`src/rtl/reg_file_2r1w.sv`:
```
// Two-read, one-write register file with registered read ports,
// optional write bypass, optional zero r0, and a clear sweep.
module reg_file_2r1w #(
  parameter int WIDTH   = 8,
  parameter int DEPTH   = 16,
  parameter int BYPASS  = 1,
  parameter int ZERO_R0 = 0,
  localparam int AW     = $clog2(DEPTH)
) (
  input  logic             clk,
  input  logic             rst,
  input  logic             le,
  input  logic [AW-1:0]    wsel,
  input  logic [WIDTH-1:0] di,
  input  logic [AW-1:0]    sba,
  input  logic [AW-1:0]    sbb,
  input  logic             clr,
  output logic [WIDTH-1:0] out_a,
  output logic [WIDTH-1:0] out_b,
  output logic             busy,
  output logic             wr_drop
);

  typedef enum logic {
    IDLE,
    CLEAR
  } state_t;

  state_t state, state_nx;
  logic [AW-1:0] cnt, cnt_nx;
  logic [WIDTH-1:0] mem [DEPTH];

  logic             we;
  logic [AW-1:0]    wa;
  logic [WIDTH-1:0] wd;
  logic [WIDTH-1:0] rd_a, rd_b;

  // state register and sweep counter
  always_ff @(posedge clk) begin
    if (rst) begin
      state <= IDLE;
      cnt   <= '0;
    end else begin
      state <= state_nx;
      cnt   <= cnt_nx;
    end
  end

  // next state: sweep starts on clr, ends after the last entry
  always_comb begin
    state_nx = state;
    cnt_nx   = cnt;
    unique case (state)
      IDLE: begin
        if (clr) begin
          state_nx = CLEAR;
          cnt_nx   = '0;
        end
      end
      CLEAR: begin
        cnt_nx = cnt + 1'b1;
        if (cnt == AW'(DEPTH - 1))
          state_nx = IDLE;
      end
      default: state_nx = IDLE;
    endcase
  end

  // outputs: busy and the effective write (sweep overrides external)
  always_comb begin
    busy = (state == CLEAR);
    we   = le;
    wa   = wsel;
    wd   = di;
    if (busy) begin
      we = 1'b1;
      wa = cnt;
      wd = '0;
    end
    if (ZERO_R0 != 0 && wa == '0)
      we = 1'b0;
  end

  // storage array
  always_ff @(posedge clk) begin
    if (rst) begin
      for (int i = 0; i < DEPTH; i++)
        mem[i] <= '0;
    end else if (we) begin
      mem[wa] <= wd;
    end
  end

  // read data selection with optional forwarding of the current write
  always_comb begin
    rd_a = mem[sba];
    rd_b = mem[sbb];
    if (BYPASS != 0 && we && wa == sba)
      rd_a = wd;
    if (BYPASS != 0 && we && wa == sbb)
      rd_b = wd;
    if (ZERO_R0 != 0 && sba == '0)
      rd_a = '0;
    if (ZERO_R0 != 0 && sbb == '0)
      rd_b = '0;
  end

  // registered read ports and dropped-write flag
  always_ff @(posedge clk) begin
    if (rst) begin
      out_a   <= '0;
      out_b   <= '0;
      wr_drop <= 1'b0;
    end else begin
      out_a   <= rd_a;
      out_b   <= rd_b;
      wr_drop <= busy && le;
    end
  end

endmodule

```
`config.mk`:
```
export PLATFORM = sky130hd
export DESIGN_NAME = reg_file_2r1w
export DESIGN_NICKNAME = d
export VERILOG_FILES = /design/src/rtl/reg_file_2r1w.sv
export SDC_FILE = /design/constraint.sdc
export NUM_CORES = 1
export LEC_CHECK = 0
export BUFFER_PORTS_ARGS = -buffer_cell sky130_fd_sc_hd__buf_4
export CORE_MARGIN = 2
export CORE_UTILIZATION = 32
export DETAILED_ROUTE_END_ITERATION = 8
export PLACE_DENSITY = 0.47
export RECOVER_POWER = 25
export SLEW_MARGIN = 20
export SYNTH_ARGS = -nofsm -noshare
export SYNTH_HDL_FRONTEND = slang
export SYNTH_SLANG_ARGS = --single-unit
export TNS_END_PERCENT = 20
```
`constraint.sdc`:
```
create_clock -name clk -period 2.6 [get_ports clk]
set_input_delay 0.13 -clock clk [delete_from_list [all_inputs] [get_ports clk]]
set_output_delay 0.13 -clock clk [all_outputs]
set_load 0.01 [all_outputs]
```
==> summary.md, run 1 <==
| Metric | Value |
|---|---|
| Status | finished, final reports clean |
| Post-synthesis async set-or-reset flop share | 0% |
| Synth top area share | 48.4% |
| Period minus WS final | 2.14 ns |
| Post-DP HPWL | 16,500 um |
| Crit-path max FO | 40 |
| Setup TNS | 0 ns |
| IO Pins | 42 |
| Skew-Pair Late Insertion Delay | 0.43 ns |
| Slew HR | 48.9% |
| Pin count of the biggest net entering global routing | 41 |
| Leak | 3.27 nW |
| Area grow syn2layout | 13.9% |
| Overall routing resource usage | 18.8% |
| Buffer and inverter count on the worst path | 1 |
| Critical path's top delay family | simple AND/OR/NAND/NOR gates |
| Vias in the first global route | around 5,400 |
| Clk pin slew, worst setup/hold paths | about 0.060 ns |
| Number of max-cap violations | 0 |
| Final Non-Filler Cells | 1,004 |
| CP startpoint kind | flip-flop |
| Yosys cell types | 51 |
| Rows | between 50 and 60 |
| Initial antenna violation count | 0 |
| Die Area | roughly 26,000 um2 |
| Pwr dens | 657 nW/um2 |
| CTS tree | yes |
| Tcrit/Tclk final | roughly 82% |
| HP Class | in2reg |
| Tightest Pin Transition | about 0.77 ns |
| Die H | 161 um |
| Clock Path Buffers | 2 |
| Top cells by area, synth | edfxtp_1, mux4_2, nor2_1 |
| RSZ-0062 raised after global routing | false |
| Register area share after synthesis | 54.0% |
| Flops & latches, synth | 150 |
| Clk root buf | clkbuf_16 |
| Final setup fails | 0 |
| Leading area contributor after synthesis | edfxtp_1 |
| Crit. End Element | flip-flop |
| I/O Buffers | 41 |
| Hold Fails Final Rpt | 0 |
| Synth warn | 0 |
| CTS buffer count | 17 |
| GP Congestion | 0.825 |
| Nets@finish | 692 |
| Iter 0 DRT Violations | 444 |
| Cells after DPL | 971 |
| Cell Chain, Critical Path | buf_12, mux2i_1, and2_1, nand2_1, nand2b_1 |
| WP data arrival | 2.24 ns |
| EDFF count, synth | 128 |
| Ant diodes | 0 |
| Global-route wire length before repair | 35,100 um |
| DRT Pass-1 Iters | 5 |
| Synthesized area per cell | 12.5 um2 |
| Post-synth top flop | edfxtp_1 |
| Post-synth net total | about 660 |
| Initial Util | between 30 and 40% |
| Fin. max-slew vios | 0 |
| Pwr Total | 0.00593 W |
| Final wirelength | between 20,000 and 25,000 um |
| Cells after Synth | 633 |
| Via Count | 5,325 |
| CTS sink cnt | 150 |
| Worst Path Required | around 2.7 ns |
| CORE AREA | 24,300 um2 |
| Clk_skew | 0.0124 ns |
| Gr ovfl total | 0 |
| Worst path slowest cell | dfxtp_1 |
| Crit path largest cell delay | 0.36 ns |
| Fmax | 0.467 GHz |
| Max VDD drop | 430 uV |
| Die Wd | 161 um |
| H-tree depth | 4 |
| Mapped Area | 7940 um2 |
| Final Util | a little under two fifths |
| WL per Instance | between 20 and 25 um |
| Layout cells sized above 1 | between 20 and 25% |
| Residual DRC | 0 |
| CP Class | reg2reg |
| Post-DRT Antenna Nets | 0 |
| Via density | 5.30 |
-- cells in the final DEF (no fill, tap or decap), drive strengths merged, types with 13 or more instances in the layout --
master	n
a21oi	13
a22oi	16
buf	47
clkbuf	37
dfxtp	22
edfxtp	128
inv	31
mux2	16
mux2i	21
mux4	48
nand2	27
nand2b	27
nor2	140
nor2b	14
o22ai	16
-- cells by family (layout without fill, tap and decap cells) --
kind of cell               Yosys count  count (layout)  synth area share, %
muxes                               85              85                 18.9
buffers and inverters               78             125                 4.82
DFF                                150             150                 54.0
AOI/OAI and AO/OA                   81              81                 7.44
and+or+nand+nor                    230             230                 13.7
adders and majority gates            1               1                0.158
xor gates and xnor gates             8               8                 1.07
-- where the power goes --
group          internal, W  leakage (nW)  switching, W
sequential         0.00272          1.50     0.0000707
clock              0.00134         0.280       0.00107
combinational     0.000288          1.48      0.000435
-- worst paths after layout --
| kind | start | to | slack, ns | cells after the start |
|---|---|---|---|---|
| setup / recovery | busy | mem[8][0] | 0.46 | 5 |
| hold / removal | clr | cnt[1] | 0.04 | 4 |
| setup reg to reg | busy | mem[8][0] | 0.46 | 5 |
| hold reg to reg | cnt[3] | cnt[3] | 0.65 | 2 |
-- flip-flops by register name, indices dropped and copies added, names as in the netlist --
name     count
mem        128
out_a        8
out_b        8
cnt          4
busy         1
wr_drop      1
-- timing repair --
item                                    CTS  global route
endpoints found under the setup margin    0             0
buffers inserted                          0             0
hold endpoints to repair                  1             0
hold buffers                              1             0
resized for setup                         0             0
-- routing by layer --
| layer | global-route usage (%) | vias to the layer above | wire, um |
|---|---|---|---|
| li1 | - | 2404 | - |
| met1 | 25.4 | 2720 | 10500 |
| met2 | 30.3 | 172 | 11300 |
| met3 | 3.54 | 29 | 1150 |
| met4 | 6.62 | 0 | 554 |
| met5 | 0 | - | 0 |
-- synthesized netlist by cell type (14+ instances only) --
library cell,n
o22ai_1,16
edfxtp_1,128
nor2_1,138
mux2i_1,19
nand2_1,19
dfxtp_1,22
clkbuf_1,14
mux2_2,16
mux4_2,48
buf_2,19
a22oi_1,16
inv_1,25
nand2b_1,27
-- cell type report --
cell class / instances / area, um2
fillers: 2366 / 15300
repair buffers: 68 / 463
clock inverters: 15 / 146
multi-input cells: 405 / 3220
flip-flops and latches: 150 / 4280
well taps: 324 / 405
inverters: 25 / 93.8
clock buffers: 17 / 425
-- worst reg2reg max path, cell delays in order, from the launching register on --
cell,delay [ns]
dfxtp_1,0.36
buf_12,0.21
mux2i_1,0.32
and2_1,0.32
nand2_1,0.26
nand2b_1,0.36
-- metrics by stage --
| stage | instance area, um2 | hold slack [ns] | setup slack (ns) |
|---|---|---|---|
| 3_5_place_dp | 8580 | 0.416 | 0.492 |
| 3_3_place_gp | 8580 | 0.418 | 0.560 |
| 2_1_floorplan | 7940 | 0.244 | 0.667 |
| 5_1_grt | 9030 | 0.0538 | 0.287 |
| 4_1_cts | 9160 | 0.0314 | 0.473 |
| 6_report | 9030 | 0.0434 | 0.457 |
Note: power is estimated with default switching activity, not from simulation.
==> run 2: changes to the inputs <==
PLACE_DENSITY = 0.49   (was 0.47)
clock period = 1.9 ns   (was 2.6 ns; I/O delays follow)
==> summary.md, run 2 (synthesized netlist as in run 1, its figures left out) <==
| Metric | Value |
|---|---|
| Status | finished, final reports clean (unchanged) |
| R2R Setup Slk | 0.03 ns (was 0.46 ns) |
| CTS buffer count | 17 (unchanged) |
| Slew HR | 59.4% (was 48.9%) |
| GP Congestion | 0.821 (was 0.825) |
| Rows | 57 (unchanged) |
| Iter 0 DRT Violations | 539 (was 444) |
| HP Class | in2reg (unchanged) |
| Biggest regs | mem x128, out_a x8, out_b x8 (unchanged) |
| Skew-Pair Late Insertion Delay | 0.43 ns (about the same) |
| Final setup margin | 0.0322 ns (was 0.457 ns) |
| Ant diodes | 0 (unchanged) |
| Global-route wire length before repair | 35,400 um (was 35,100 um) |
| CORE AREA | 24,300 um2 (unchanged) |
| CP startpoint kind | flip-flop (unchanged) |
| I/O Buffers | 41 (unchanged) |
| DRT Pass-1 Iters | 5 (unchanged) |
| CP Class | reg2reg (unchanged) |
| RSZ-0062 raised after global routing | true (was false) |
| Worst Path Required | 2.20 ns (was 2.69 ns) |
| Gr ovfl total | 0 (unchanged) |
| Clk root buf | clkbuf_16 (unchanged) |
| Vias in the first global route | 5,653 (was 5,417) |
| IO Pins | 42 (unchanged) |
| Clock Path Buffers | 2 (unchanged) |
| Max reg flops | 128 (unchanged) |
| Die H | 161 um (unchanged) |
| Initial Util | 32.6% (unchanged) |
| Final Util | 39.7% (was 37.2%) |
| Pwr dens | 891 nW/um2 (was 657 nW/um2) |
| Top Layer Used | met4 (unchanged) |
| Leak | 3.59 nW (was 3.27 nW) |
| Via Count | 5,508 (was 5,325) |
| Final setup fails | 0 (unchanged) |
| Crit. End Element | flip-flop (unchanged) |
| Clk_skew | 0.00739 ns (was 0.0124 ns) |
| Pwr Total | 0.00861 W (was 0.00593 W) |
| Nets@finish | 737 (was 692) |
| WL per Instance | 22.3 um (was 23.4 um) |
| CTS tree | yes (unchanged) |
| Place WS | 0.0298 ns (was 0.492 ns) |
| Initial antenna violation count | 0 (unchanged) |
| Overall routing resource usage | 18.7% (was 18.8%) |
| Met2 routed WL | 11,400 um (was 11,300 um) |
| Post-DRT Antenna Nets | 0 (unchanged) |
| Biggest register | mem (unchanged) |
| Pin count of the biggest net entering global routing | 29 (was 41) |
| Most frequent cells in the layout | nor2_1, edfxtp_1, buf_4 (was nor2_1, edfxtp_1, mux4_2) |
| H-tree depth | 4 (unchanged) |
| Crit-path max FO | 8 (was 40) |
| Max VDD drop | 620 uV (was 430 uV) |
| Residual DRC | 0 (unchanged) |
| Area grow syn2layout | 21.7% (was 13.9%) |
| WL met1 | 9920 um (was 10,500 um) |
| Setup bufs post-CTS | 0 (unchanged) |
| Tcrit/Tclk final | 98.3% (was 82.4%) |
| Commonest non-fill, non-tap cell in the layout | nor2_1 (unchanged) |
| Clk pin slew, worst setup/hold paths | 0.06 ns (about the same) |
| Die Wd | 161 um (unchanged) |
| Fin. max-slew vios | 0 (unchanged) |
| Post-DP HPWL | 17,300 um (was 16,500 um) |
| Layout cells sized above 1 | 29.7% (was 22.6%) |
| Via density | 5.25 (was 5.30) |
| Fmax | 0.535 GHz (was 0.467 GHz) |
| Setup TNS | 0 ns (unchanged) |
| Routed wl met3 | 1660 um (was 1150 um) |
| Die Area | 26,100 um2 (unchanged) |
| CTS sink cnt | 150 (unchanged) |
| Final wirelength | 23,400 um (was 23,500 um) |
| Hold Fails Final Rpt | 0 (unchanged) |
| Period minus WS final | 1.87 ns (was 2.14 ns) |
| Tightest Pin Transition | 0.608 ns (was 0.767 ns) |
| WP data arrival | 2.17 ns (was 2.24 ns) |
| Number of max-cap violations | 0 (unchanged) |
## run 2: cell count changes in the layout (fill, tap and decap cells not counted), moves of 3 or more
cell	change
buf_4	+24
buf_12	+13
clkbuf_2	+9
nand2_1	-7
nand2_2	+7
bufinv_16	+3
inv_8	-3
## run 2: layer usage
metal / up-vias / GRT usage (%)
met1: 2758 / 24.2
met5: - / 0
met4: 0 / 6.29
met2: 236 / 30.9
li1: 2490 / -
met3: 24 / 4.26
## run 2: metrics by stage
step / instance area (um2) / hold slack (ns) / cells
after floorplan: 7940 / 0.209 / 633
after global placement: 9080 / 0.368 / 1015
final: 9660 / 0.161 / 1049
after detailed placement: 9080 / 0.380 / 1015
after CTS: 9740 / 0.159 / 1049
after global routing: 9660 / 0.171 / 1049
## run 2: what timing repair did
action / 4_1_cts / 5_1_grt
setup endpoints to repair: 0 / 72
hold buffers: 2 / 0
endpoints found under the hold margin: 2 / 0
gates resized for setup: 0 / 8
## run 2: worst max-delay path, cell delays in order (launching register included)
cell and delay (ns):
dfxtp_1 0.37, buf_4 0.21, mux2i_4 0.29, xor2_2 0.16, nand4_2 0.22, nor2b_4 0.23, a22o_1 0.26
## run 2: report_power, final
group	internal, W	switching (W)
Sequential	0.00373	0.0000930
Clock	0.00225	0.00140
Combinational	0.000505	0.000631
Total	0.00648	0.00212
## run 2: worst paths after layout
| path | from | end | cells after the start |
|---|---|---|---|
| worst max-delay path | busy | out_b[2] | 6 |
| worst max register to register | busy | out_b[2] | 6 |
| worst min register to register | cnt[3] | cnt[3] | 2 |
| worst min-delay path | di[6] | out_a[6] | 4 |
## run 2: cell type report
class / instances / area (um2)
Multi-Input combinational cell: 405 / 3290
Fill cell: 2279 / 14700
Tap cell: 324 / 405
Clock buffer: 19 / 443
Clock inverter: 13 / 194
Inverter: 25 / 93.8
Timing Repair Buffer: 113 / 951
Sequential cell: 150 / 4290
==> run 3: changes to the inputs <==
SETUP_SLACK_MARGIN = 0.05   (was not set)
==> summary.md, run 3 (synthesized netlist as in run 1, its figures left out) <==
| Metric | Value |
|---|---|
| Via density | 5.26 (was 5.25) |
| Slew HR | 60.3% (was 59.4%) |
| Via Count | 5,514 (was 5,508) |
| Origin of the worst setup path | busy (unchanged) |
| Initial antenna violation count | 0 (unchanged) |
| Setup TNS | 0 ns (unchanged) |
| Clock network fraction of design power | 42.5% (was 42.4%) |
| Vias in the first global route | 5,653 (unchanged) |
| Clk root buf | clkbuf_16 (unchanged) |
| Nets@finish | 737 (unchanged) |
| Skew-Pair Late Insertion Delay | 0.43 ns (about the same) |
| Iter 0 DRT Violations | 537 (was 539) |
| NetSw | 0.00213 W (was 0.00212 W) |
| CP Class | reg2reg (unchanged) |
| CTS sink cnt | 150 (unchanged) |
| Hold Fails Final Rpt | 0 (unchanged) |
| Initial Util | 32.6% (unchanged) |
| Gr ovfl total | 0 (unchanged) |
| Final setup fails | 0 (unchanged) |
| Tightest Pin Transition | 0.594 ns (was 0.608 ns) |
| Die Area | 26,100 um2 (unchanged) |
| Final wirelength | 23,500 um (was 23,400 um) |
| Die Wd | 161 um (unchanged) |
| HP Class | in2reg (unchanged) |
| Crit-path max FO | 21 (was 8) |
| Residual DRC | 0 (unchanged) |
| Number of max-cap violations | 0 (unchanged) |
| Biggest register | mem (unchanged) |
| Area grow syn2layout | 21.9% (was 21.7%) |
| Most frequent cells in the layout | nor2_1, edfxtp_1, buf_4 (unchanged) |
| Leak | 3.59 nW (about the same) |
| WL per Instance | 22.4 um (was 22.3 um) |
| Clk_skew | 0.0114 ns (was 0.00739 ns) |
| Pwr dens | 891 nW/um2 (about the same) |
| I/O Buffers | 41 (unchanged) |
| Post-DP HPWL | 17,300 um (unchanged) |
| RSZ-0062 raised after global routing | true (unchanged) |
| Combinational share of power | 13.2% (about the same) |
| Clk pin slew, worst setup/hold paths | 0.06 ns (about the same) |
| Crit. End Element | flip-flop (unchanged) |
| Internal power | 0.00649 W (was 0.00648 W) |
| Fmax | 0.544 GHz (was 0.535 GHz) |
| Pin count of the biggest net entering global routing | 29 (unchanged) |
| GP Congestion | 0.821 (unchanged) |
| Reg2Reg Launch Point | busy (unchanged) |
| WP data arrival | 1.98 ns (was 2.17 ns) |
| Rows | 57 (unchanged) |
| Biggest regs | mem x128, out_a x8, out_b x8 (unchanged) |
| CP startpoint kind | flip-flop (unchanged) |
| Sw Share | 24.7% (about the same) |
| Layout cells sized above 1 | 29.7% (unchanged) |
| Pwr Total | 0.00862 W (was 0.00861 W) |
| Die H | 161 um (unchanged) |
| Fin. max-slew vios | 0 (unchanged) |
| Period minus WS final | 1.84 ns (was 1.87 ns) |
| Overall routing resource usage | 18.7% (unchanged) |
| CTS buffer count | 17 (unchanged) |
| CTS tree | yes (unchanged) |
| Post-DRT Antenna Nets | 0 (unchanged) |
| Flop pwr share | 44.3% (was 44.4%) |
| Ant diodes | 0 (unchanged) |
| Setup bufs post-CTS | 0 (unchanged) |
| Hold Crit Start | di[6] (unchanged) |
| Max VDD drop | 613 uV (was 620 uV) |
| IO Pins | 42 (unchanged) |
| Max reg flops | 128 (unchanged) |
| Global-route wire length before repair | 35,400 um (unchanged) |
| Status | finished, final reports clean (unchanged) |
| DRT Pass-1 Iters | 6 (was 5) |
| H-tree depth | 4 (unchanged) |
| Commonest non-fill, non-tap cell in the layout | nor2_1 (unchanged) |
| Worst Path Required | 2.04 ns (was 2.20 ns) |
| CORE AREA | 24,300 um2 (unchanged) |
| Tcrit/Tclk final | 96.7% (was 98.3%) |
| Filler instances | 2,283 (was 2,279) |
| Clock Path Buffers | 2 (unchanged) |
==> run 3: worst paths after layout <==
path	to	slack [ns]	cells past startpoint
max reg2reg	mem[8][2]	0.06	7
min	out_a[6]	0.17	4
min reg2reg	cnt[3]	0.62	2
max	mem[8][2]	0.06	7
==> run 3: cell type report <==
type | instances | area, um2 | share of cell area (%)
clock buffers | 19 | 443 | 4.58
clock inverters | 13 | 194 | 2.00
repair buffers | 113 | 955 | 9.87
inverters | 25 | 93.8 | 0.970
flip-flops and latches | 150 | 4290 | 44.3
multi-input cells | 405 | 3300 | 34.1
well taps | 324 | 405 | 4.19
==> run 3: per-layer routing <==
metal / track usage [%] / vias to the layer above / wire length [um]
li1: - / 2491 / -
met1: 24.2 / 2758 / 9840
met2: 30.9 / 245 / 11500
met3: 4.26 / 20 / 1710
met4: 6.29 / 0 / 455
met5: 0 / - / 0
==> run 3: per-stage QoR <==
step	area, um2	setup WS (ns)	hold WS [ns]	std cells	utilization [%]
after floorplan	7940	-0.0327	0.209	633	-
after CTS	9740	0.0270	0.159	1049	40.1
after global placement	9080	0.0217	0.368	1015	37.4
after detailed placement	9080	0.0298	0.380	1015	37.4
after global routing	9670	0.0127	0.171	1049	39.8
final	9670	0.0631	0.171	1049	39.8
==> run 3: critical path: stages, from the launching register on <==
cell	delay, ns
dfxtp_2	0.34
buf_12	0.15
nand3b_1	0.16
a21oi_1	0.17
and2_1	0.32
nand2_1	0.13
nand2b_1	0.15
buf_12	0.13
==> run 3: power groups by stage <==
stage               sequential, W  clock [W]  combinational [W]
CTS                       0.00382    0.00370            0.00117
global placement          0.00388          0            0.00115
floorplan                 0.00386          0           0.000660
detailed placement        0.00389          0            0.00116
finish                    0.00382    0.00366            0.00114
global route              0.00383    0.00385            0.00121
==> run 3: timing repair <==
action,CTS,global route
pin swaps,0,3
setup endpoints to repair,16,132
gates resized for setup,1,11
hold buffers,2,0
endpoints found under the hold margin,2,0
